## config.mk

```make
export PLATFORM = sky130hd
export DESIGN_NAME = logic_reduce_pipe_flat
export DESIGN_NICKNAME = d
export VERILOG_FILES = /design/src/rtl/logic_reduce_pipe_if.sv /design/src/rtl/logic_reduce_pipe.sv /design/src/flat_wrapper.sv
export SDC_FILE = /design/constraint.sdc
export NUM_CORES = 1
export LEC_CHECK = 0
export ABC_AREA = 1
export BUFFER_PORTS_ARGS = -buffer_cell sky130_fd_sc_hd__buf_2
export CAP_MARGIN = 20
export CORE_ASPECT_RATIO = 1.5
export CORE_MARGIN = 2
export CORE_UTILIZATION = 52
export CTS_BUF_LIST = sky130_fd_sc_hd__clkbuf_2
export DETAILED_ROUTE_END_ITERATION = 6
export MAX_ROUTING_LAYER = met4
export PLACE_DENSITY = 0.76
export REMOVE_ABC_BUFFERS = 1
export SLEW_MARGIN = 5
export SYNTH_ARGS = -nofsm -noshare
export SYNTH_HDL_FRONTEND = slang
export SYNTH_SLANG_ARGS = --single-unit
```

## constraint.sdc

```tcl
create_clock -name clk -period 2.4 [get_ports clk]
set_input_delay 0.72 -clock clk [delete_from_list [all_inputs] [get_ports clk]]
set_output_delay 0.72 -clock clk [all_outputs]
set_load 0.005 [all_outputs]
```

## src/rtl/logic_reduce_pipe_if.sv

```systemverilog
// ----------------------------------------------------------------------------
// logic_reduce_pipe_if
//   Handshake/data bundle for logic_reduce_pipe.
//   op        2             00=AND 01=OR 10=XOR 11=XNOR, travels with in_data
//   in_data   NUM_IN*WIDTH  word i = in_data[i*WIDTH +: WIDTH]
//   in_valid  1             transaction offered
//   in_ready  1             reducer can take the offer this cycle
//   Y         WIDTH         registered reduction result
//   out_valid 1             Y holds an unconsumed result
//   out_ready 1             downstream takes Y this cycle
//   busy      1             any transaction in flight
//   master = producer/consumer side, slave = reducer side.
// ----------------------------------------------------------------------------
interface logic_reduce_pipe_if #(
    parameter int WIDTH  = 8,
    parameter int NUM_IN = 4
) ();
    logic [1:0]              op;
    logic [NUM_IN*WIDTH-1:0] in_data;
    logic                    in_valid;
    logic                    in_ready;
    logic [WIDTH-1:0]        Y;
    logic                    out_valid;
    logic                    out_ready;
    logic                    busy;

    modport master (
        output op, in_data, in_valid, out_ready,
        input  in_ready, Y, out_valid, busy
    );

    modport slave (
        input  op, in_data, in_valid, out_ready,
        output in_ready, Y, out_valid, busy
    );
endinterface

```

## src/rtl/logic_reduce_pipe.sv

```systemverilog
// ----------------------------------------------------------------------------
// logic_reduce_pipe
//   Pipelined NUM_IN-input bitwise reducer (AND/OR/XOR/XNOR) built as a binary
//   tree with one register stage per level, valid/ready handshake and
//   per-stage stall (bubbles collapse while the output is blocked).
// Ports
//   clk      rising-edge clock
//   reset_n  asynchronous active-low reset, clears valid, data and op regs
//   bus      logic_reduce_pipe_if.slave (op, in_data, in_valid, in_ready,
//            Y, out_valid, out_ready, busy)
// Latency LAT = max(1, clog2(NUM_IN)) cycles, capacity LAT transactions.
// ----------------------------------------------------------------------------
module logic_reduce_pipe #(
    parameter int WIDTH  = 8,
    parameter int NUM_IN = 4
) (
    input logic                clk,
    input logic                reset_n,
    logic_reduce_pipe_if.slave bus
);
    localparam int LAT = (NUM_IN < 2) ? 1 : $clog2(NUM_IN);

    localparam logic [1:0] OP_AND  = 2'b00;
    localparam logic [1:0] OP_OR   = 2'b01;
    localparam logic [1:0] OP_XNOR = 2'b11;

    // Words held by stage k: ceil(NUM_IN / 2^(k+1)).
    function automatic int words_at(input int k);
        return (NUM_IN + (1 << (k + 1)) - 1) >> (k + 1);
    endfunction

    // Word offset of stage k inside the flat stage-data vector.
    function automatic int off_at(input int k);
        int s;
        s = 0;
        for (int j = 0; j < k; j++) s += words_at(j);
        return s;
    endfunction

    // XNOR rides the tree as XOR; the single inversion happens in the last stage.
    function automatic logic [WIDTH-1:0] op_pair(input logic [1:0] op,
                                                 input logic [WIDTH-1:0] a,
                                                 input logic [WIDTH-1:0] b);
        case (op)
            OP_AND:  return a & b;
            OP_OR:   return a | b;
            default: return a ^ b;
        endcase
    endfunction

    localparam int TOTW = off_at(LAT) * WIDTH;

    logic [TOTW-1:0]     stg_q;     // all stage data, stage 0 first
    logic [LAT-1:0]      vld_pipe;  // per-stage valid
    logic [LAT-1:0]      adv;       // stage k may load this cycle
    logic [LAT-1:0][1:0] sop;       // op presented to stage k

    // Ready ripples back from the output; an empty stage always advances.
    always_comb begin
        adv[LAT-1] = ~vld_pipe[LAT-1] | bus.out_ready;
        for (int k = LAT - 2; k >= 0; k--) adv[k] = ~vld_pipe[k] | adv[k+1];
    end

    assign sop[0] = bus.op;

    for (genvar k = 0; k < LAT; k++) begin : g_stg
        localparam int NS   = (k == 0) ? NUM_IN : words_at(k - 1);
        localparam int NW   = words_at(k);
        localparam int OFF  = off_at(k);

        logic [NS*WIDTH-1:0] src;
        logic                src_vld;
        logic [NW*WIDTH-1:0] nxt;
        logic [NW*WIDTH-1:0] data_q;
        logic                vld_q;

        if (k == 0) begin : g_src
            assign src     = bus.in_data;
            assign src_vld = bus.in_valid & adv[0];
        end else begin : g_src
            assign src     = stg_q[off_at(k-1)*WIDTH +: NS*WIDTH];
            assign src_vld = vld_pipe[k-1];
        end

        for (genvar j = 0; j < NW; j++) begin : g_w
            logic [WIDTH-1:0] w;
            // An unpaired word meets the op identity, i.e. passes through.
            if (2*j + 1 < NS) begin : g_pair
                assign w = op_pair(sop[k], src[2*j*WIDTH +: WIDTH],
                                   src[(2*j+1)*WIDTH +: WIDTH]);
            end else begin : g_pass
                assign w = src[2*j*WIDTH +: WIDTH];
            end
            if (k == LAT - 1) begin : g_last
                assign nxt[j*WIDTH +: WIDTH] = (sop[k] == OP_XNOR) ? ~w : w;
            end else begin : g_mid
                assign nxt[j*WIDTH +: WIDTH] = w;
            end
        end

        always_ff @(posedge clk or negedge reset_n) begin
            if (!reset_n) begin
                data_q <= '0;
                vld_q  <= 1'b0;
            end else if (adv[k]) begin
                data_q <= nxt;
                vld_q  <= src_vld;
            end
        end

        assign stg_q[OFF*WIDTH +: NW*WIDTH] = data_q;
        assign vld_pipe[k]                  = vld_q;

        // The op register feeds the next level; the last level needs none.
        if (k < LAT - 1) begin : g_op
            logic [1:0] op_q;
            always_ff @(posedge clk or negedge reset_n) begin
                if (!reset_n)    op_q <= 2'b00;
                else if (adv[k]) op_q <= sop[k];
            end
            assign sop[k+1] = op_q;
        end
    end

    assign bus.in_ready  = adv[0];
    assign bus.Y         = stg_q[off_at(LAT-1)*WIDTH +: WIDTH];
    assign bus.out_valid = vld_pipe[LAT-1];
    assign bus.busy      = |vld_pipe;

endmodule
```

## src/flat_wrapper.sv

```systemverilog
// flat-port wrapper written by rule: the top's interface ports become plain ports
module logic_reduce_pipe_flat 
#(
    parameter int WIDTH  = 8,
    parameter int NUM_IN = 4
)
  (clk, reset_n, bus_op, bus_in_data, bus_in_valid, bus_out_ready, bus_in_ready, bus_Y, bus_out_valid, bus_busy);
  logic_reduce_pipe_if #(.WIDTH(WIDTH), .NUM_IN(NUM_IN)) bus_i ();
  input logic clk;
  input logic reset_n;
  input wire logic [$bits(bus_i.op)-1:0] bus_op;
  input wire logic [$bits(bus_i.in_data)-1:0] bus_in_data;
  input wire logic [$bits(bus_i.in_valid)-1:0] bus_in_valid;
  input wire logic [$bits(bus_i.out_ready)-1:0] bus_out_ready;
  output wire logic [$bits(bus_i.in_ready)-1:0] bus_in_ready;
  output wire logic [$bits(bus_i.Y)-1:0] bus_Y;
  output wire logic [$bits(bus_i.out_valid)-1:0] bus_out_valid;
  output wire logic [$bits(bus_i.busy)-1:0] bus_busy;
  assign bus_i.op = bus_op;
  assign bus_i.in_data = bus_in_data;
  assign bus_i.in_valid = bus_in_valid;
  assign bus_i.out_ready = bus_out_ready;
  assign bus_in_ready = bus_i.in_ready;
  assign bus_Y = bus_i.Y;
  assign bus_out_valid = bus_i.out_valid;
  assign bus_busy = bus_i.busy;
  logic_reduce_pipe #(.WIDTH(WIDTH), .NUM_IN(NUM_IN)) u_core (.clk(clk), .reset_n(reset_n), .bus(bus_i));
endmodule
```

==> results.json <==
{
  "maxSlewViolCount": 0,
  "clock_path_buffers": 2,
  "hold_viol": 0,
  "p_sw_w": 0.000481,
  "drtPass1Iterations": 4,
  "min_period_ps": 1980,
  "die_area_sq_um": 5400,
  "htree_levels": 1,
  "start_kind": "register",
  "async_flop_share_pct": 100,
  "insertion_delay_ps": 400,
  "cap_violations": 0,
  "p_per_area_nw_per_um2": 459,
  "diodes": 0,
  "clkPwrFrac_pct": 14.2,
  "combPwrFrac_pct": 37.7,
  "slew_headroom_pct": 48.1,
  "p_leak_nw": 1.65,
  "cp_cell_sequence": "inv_2, nor2_4, nand2_1, buf_2",
  "cts_buffers": 3,
  "r2r.worst_path.cells": 7,
  "synth_top_area_cell": "dfrtp_1",
  "dp_cells": 447,
  "num_rows": 30,
  "drcViolationCount": 0,
  "skew_ps": 33.7,
  "crit_family": "flip-flops",
  "synth_common_cells": "inv_1, nand2_1, ha_1",
  "netlist.area_leader.share_pct": 28.0,
  "power.internal_w": 0.000800,
  "via_count": 2094,
  "grt-ovfl-total": 0,
  "die_h_um": 89.0,
  "dp_hpwl_mm": 3.50,
  "synth_ff_type": "dfrtp_1",
  "critPathKind": "register to output pin",
  "outcome": "complete, no violations",
  "period_share_pct": 82.4,
  "postCtsSetupBuffers": 0,
  "end_kind": "output pin",
  "cp_num_buf_inv": 2,
  "cp_data_arrival_time_ps": 1260,
  "routedWlPerCell_um": 9.73,
  "drtAntennaViolNets": 0,
  "cts_hold_buffers": 0,
  "syn_avg_cell_area_sq_um": 7.29,
  "critPathMaxFanout": 2,
  "ioPinCount": 49,
  "pwr-share-seq_pct": 48.0,
  "gp_congestion": 0.767,
  "hp-class": "primary input to asynchronous set/reset pin",
  "synth_warnings": 0,
  "ys_seq_elements": 28,
  "yosysSeqAreaShare_pct": 28.0,
  "crit_slowest_cell": "dfrtp_1",
  "whs_ps": 277,
  "wirelength_mm": 4.39,
  "rsz0062_at_grt": "no",
  "start_util_pct": 54.7,
  "first_global_vias": 1846,
  "via_per_inst": 4.64,
  "cp.depth": 4,
  "irDropWorstVdd_mv": 0.191,
  "synth.most_common_cell": "inv_1",
  "synth_cells": 344,
  "setup_tns_ps": 0,
  "nNetsFinal": 474,
  "synth.distinct_cells": 19,
  "grt.total_usage_pct": 18.6,
  "drt-initial-drc-count": 51,
  "cts_tree": "done",
  "p_sw_share_pct": 37.6,
  "grt_pass1_wl_mm": 7.67,
  "synth_edf_count": 0,
  "clk_pin_slew_ps": 280,
  "layoutNonFillerInstCount": 451,
  "required_ps": 1680,
  "grt_antenna_before_repair": 0,
  "setup_viol": 0,
  "coreArea_sq_um": 4580,
  "post_cts_resized": 0,
  "netlist_area_sq_um": 2510,
  "cts_root_buf": "clkbuf_2",
  "nFillCells": 470,
  "slowest_delay_ps": 450,
  "numClockSinks": 28,
  "tightest_slew_ps": 779,
  "syn_to_final_growth_pct": 11.4,
  "clock.fmax_mhz": 506,
  "dieWidth_um": 60.7,
  "drive_gt1_share_pct": 20.7,
  "synthTopCellsByArea": "dfrtp_1, ha_1, inv_1",
  "io_buffers": 48,
  "grt_max_degree": 38
}
[cells in the final DEF, fill, tap and decap left out, drive strengths merged]
| master | count |
|---|---|
| nand2 | 61 |
| inv | 79 |
| dfrtp | 28 |
| nand3 | 7 |
| a21oi | 3 |
| o21ai | 41 |
| buf | 51 |
| clkinv | 1 |
| clkbuf | 3 |
| ha | 48 |
| nor2 | 56 |
| o211ai | 7 |
| or2 | 2 |
[power groups by stage]
stage | sequential [W] | clock [W] | combinational [W]
after floorplan | 0.000622 | 0 | 0.000322
after global placement | 0.000622 | 0 | 0.000469
after detailed placement | 0.000627 | 0 | 0.000488
after CTS | 0.000617 | 0.000185 | 0.000492
after global routing | 0.000629 | 0.000199 | 0.000573
final | 0.000615 | 0.000182 | 0.000484
[per-stage QoR]
| step | setup WS [ps] | power, W | utilization (%) | area (sq um) |
|---|---|---|---|---|
| floorplan | 181 | 0.000943 | - | 2430 |
| global route | 360 | 0.00140 | 61.0 | 2790 |
| finish | 423 | 0.00128 | 61.0 | 2790 |
| global placement | 432 | 0.00109 | 60.5 | 2770 |
| detailed placement | 423 | 0.00112 | 60.5 | 2770 |
| CTS | 402 | 0.00129 | 61.0 | 2790 |
[sequential cells by signal, summed over array words and instances (netlist names)]
name                    cells
u_core.bus.Y                8
u_core.bus.out_valid        1
u_core.g_stg.data_q        16
u_core.g_stg.g_op.op_q      2
u_core.g_stg.vld_q          1
[worst register-to-register path, delay by kind of cell (launching register included)]
family / cells / cell delay [ps]
simple gates: 4 / 350
buf+inv: 2 / 490
compound gates: 1 / 140
flops: 1 / 450
[layout make-up]
cell class | count | area, sq um | area share [%]
multi-input combinational | 225 | 1430 | 51.3
sequential | 28 | 701 | 25.1
inverter | 79 | 297 | 10.6
timing repair buffer | 51 | 263 | 9.41
tap | 64 | 80.1 | 2.87
clock buffer | 3 | 15.0 | 0.538
clock inverter | 1 | 3.75 | 0.134
[path summary, 6_finish.rpt]
check                                                 start                                endpoint  slack [ps]
setup / recovery           u_core.bus.out_valid$_DFFE_PN0P_                            bus_in_ready         420
hold / removal                                      reset_n  u_core.g_stg[0].data_q[13]$_DFFE_PN0P_         280
setup reg to reg           u_core.bus.out_valid$_DFFE_PN0P_   u_core.g_stg[0].data_q[4]$_DFFE_PN0P_         860
hold reg to reg                 u_core.bus.Y[2]$_DFFE_PN0P_             u_core.bus.Y[2]$_DFFE_PN0P_         510
max in group asynchronous                           reset_n   u_core.g_stg[0].data_q[5]$_DFFE_PN0P_        1690
min in group clk                               bus_in_valid       u_core.g_stg[0].vld_q$_DFFE_PN0P_         470
[logic make-up (layout without fill, tap and decap cells)]
kind of cell / after synthesis / in the layout / share of synthesized area [%]
buffers and inverters: 91 / 134 / 14.9
adders and majority gates: 48 / 48 / 24.0
and+or+nand+nor: 126 / 126 / 20.8
AOI/OAI and AO/OA: 51 / 51 / 12.4
DFF: 28 / 28 / 28.0
[layer usage]
layer  GRT usage [%]  part of all wire [%]
met2            33.6                    52
met4            6.52                   1.8
met5               -                     0
met3            1.30                   2.3
met1            21.1                    43
Note: power is estimated with default switching activity, not from simulation.
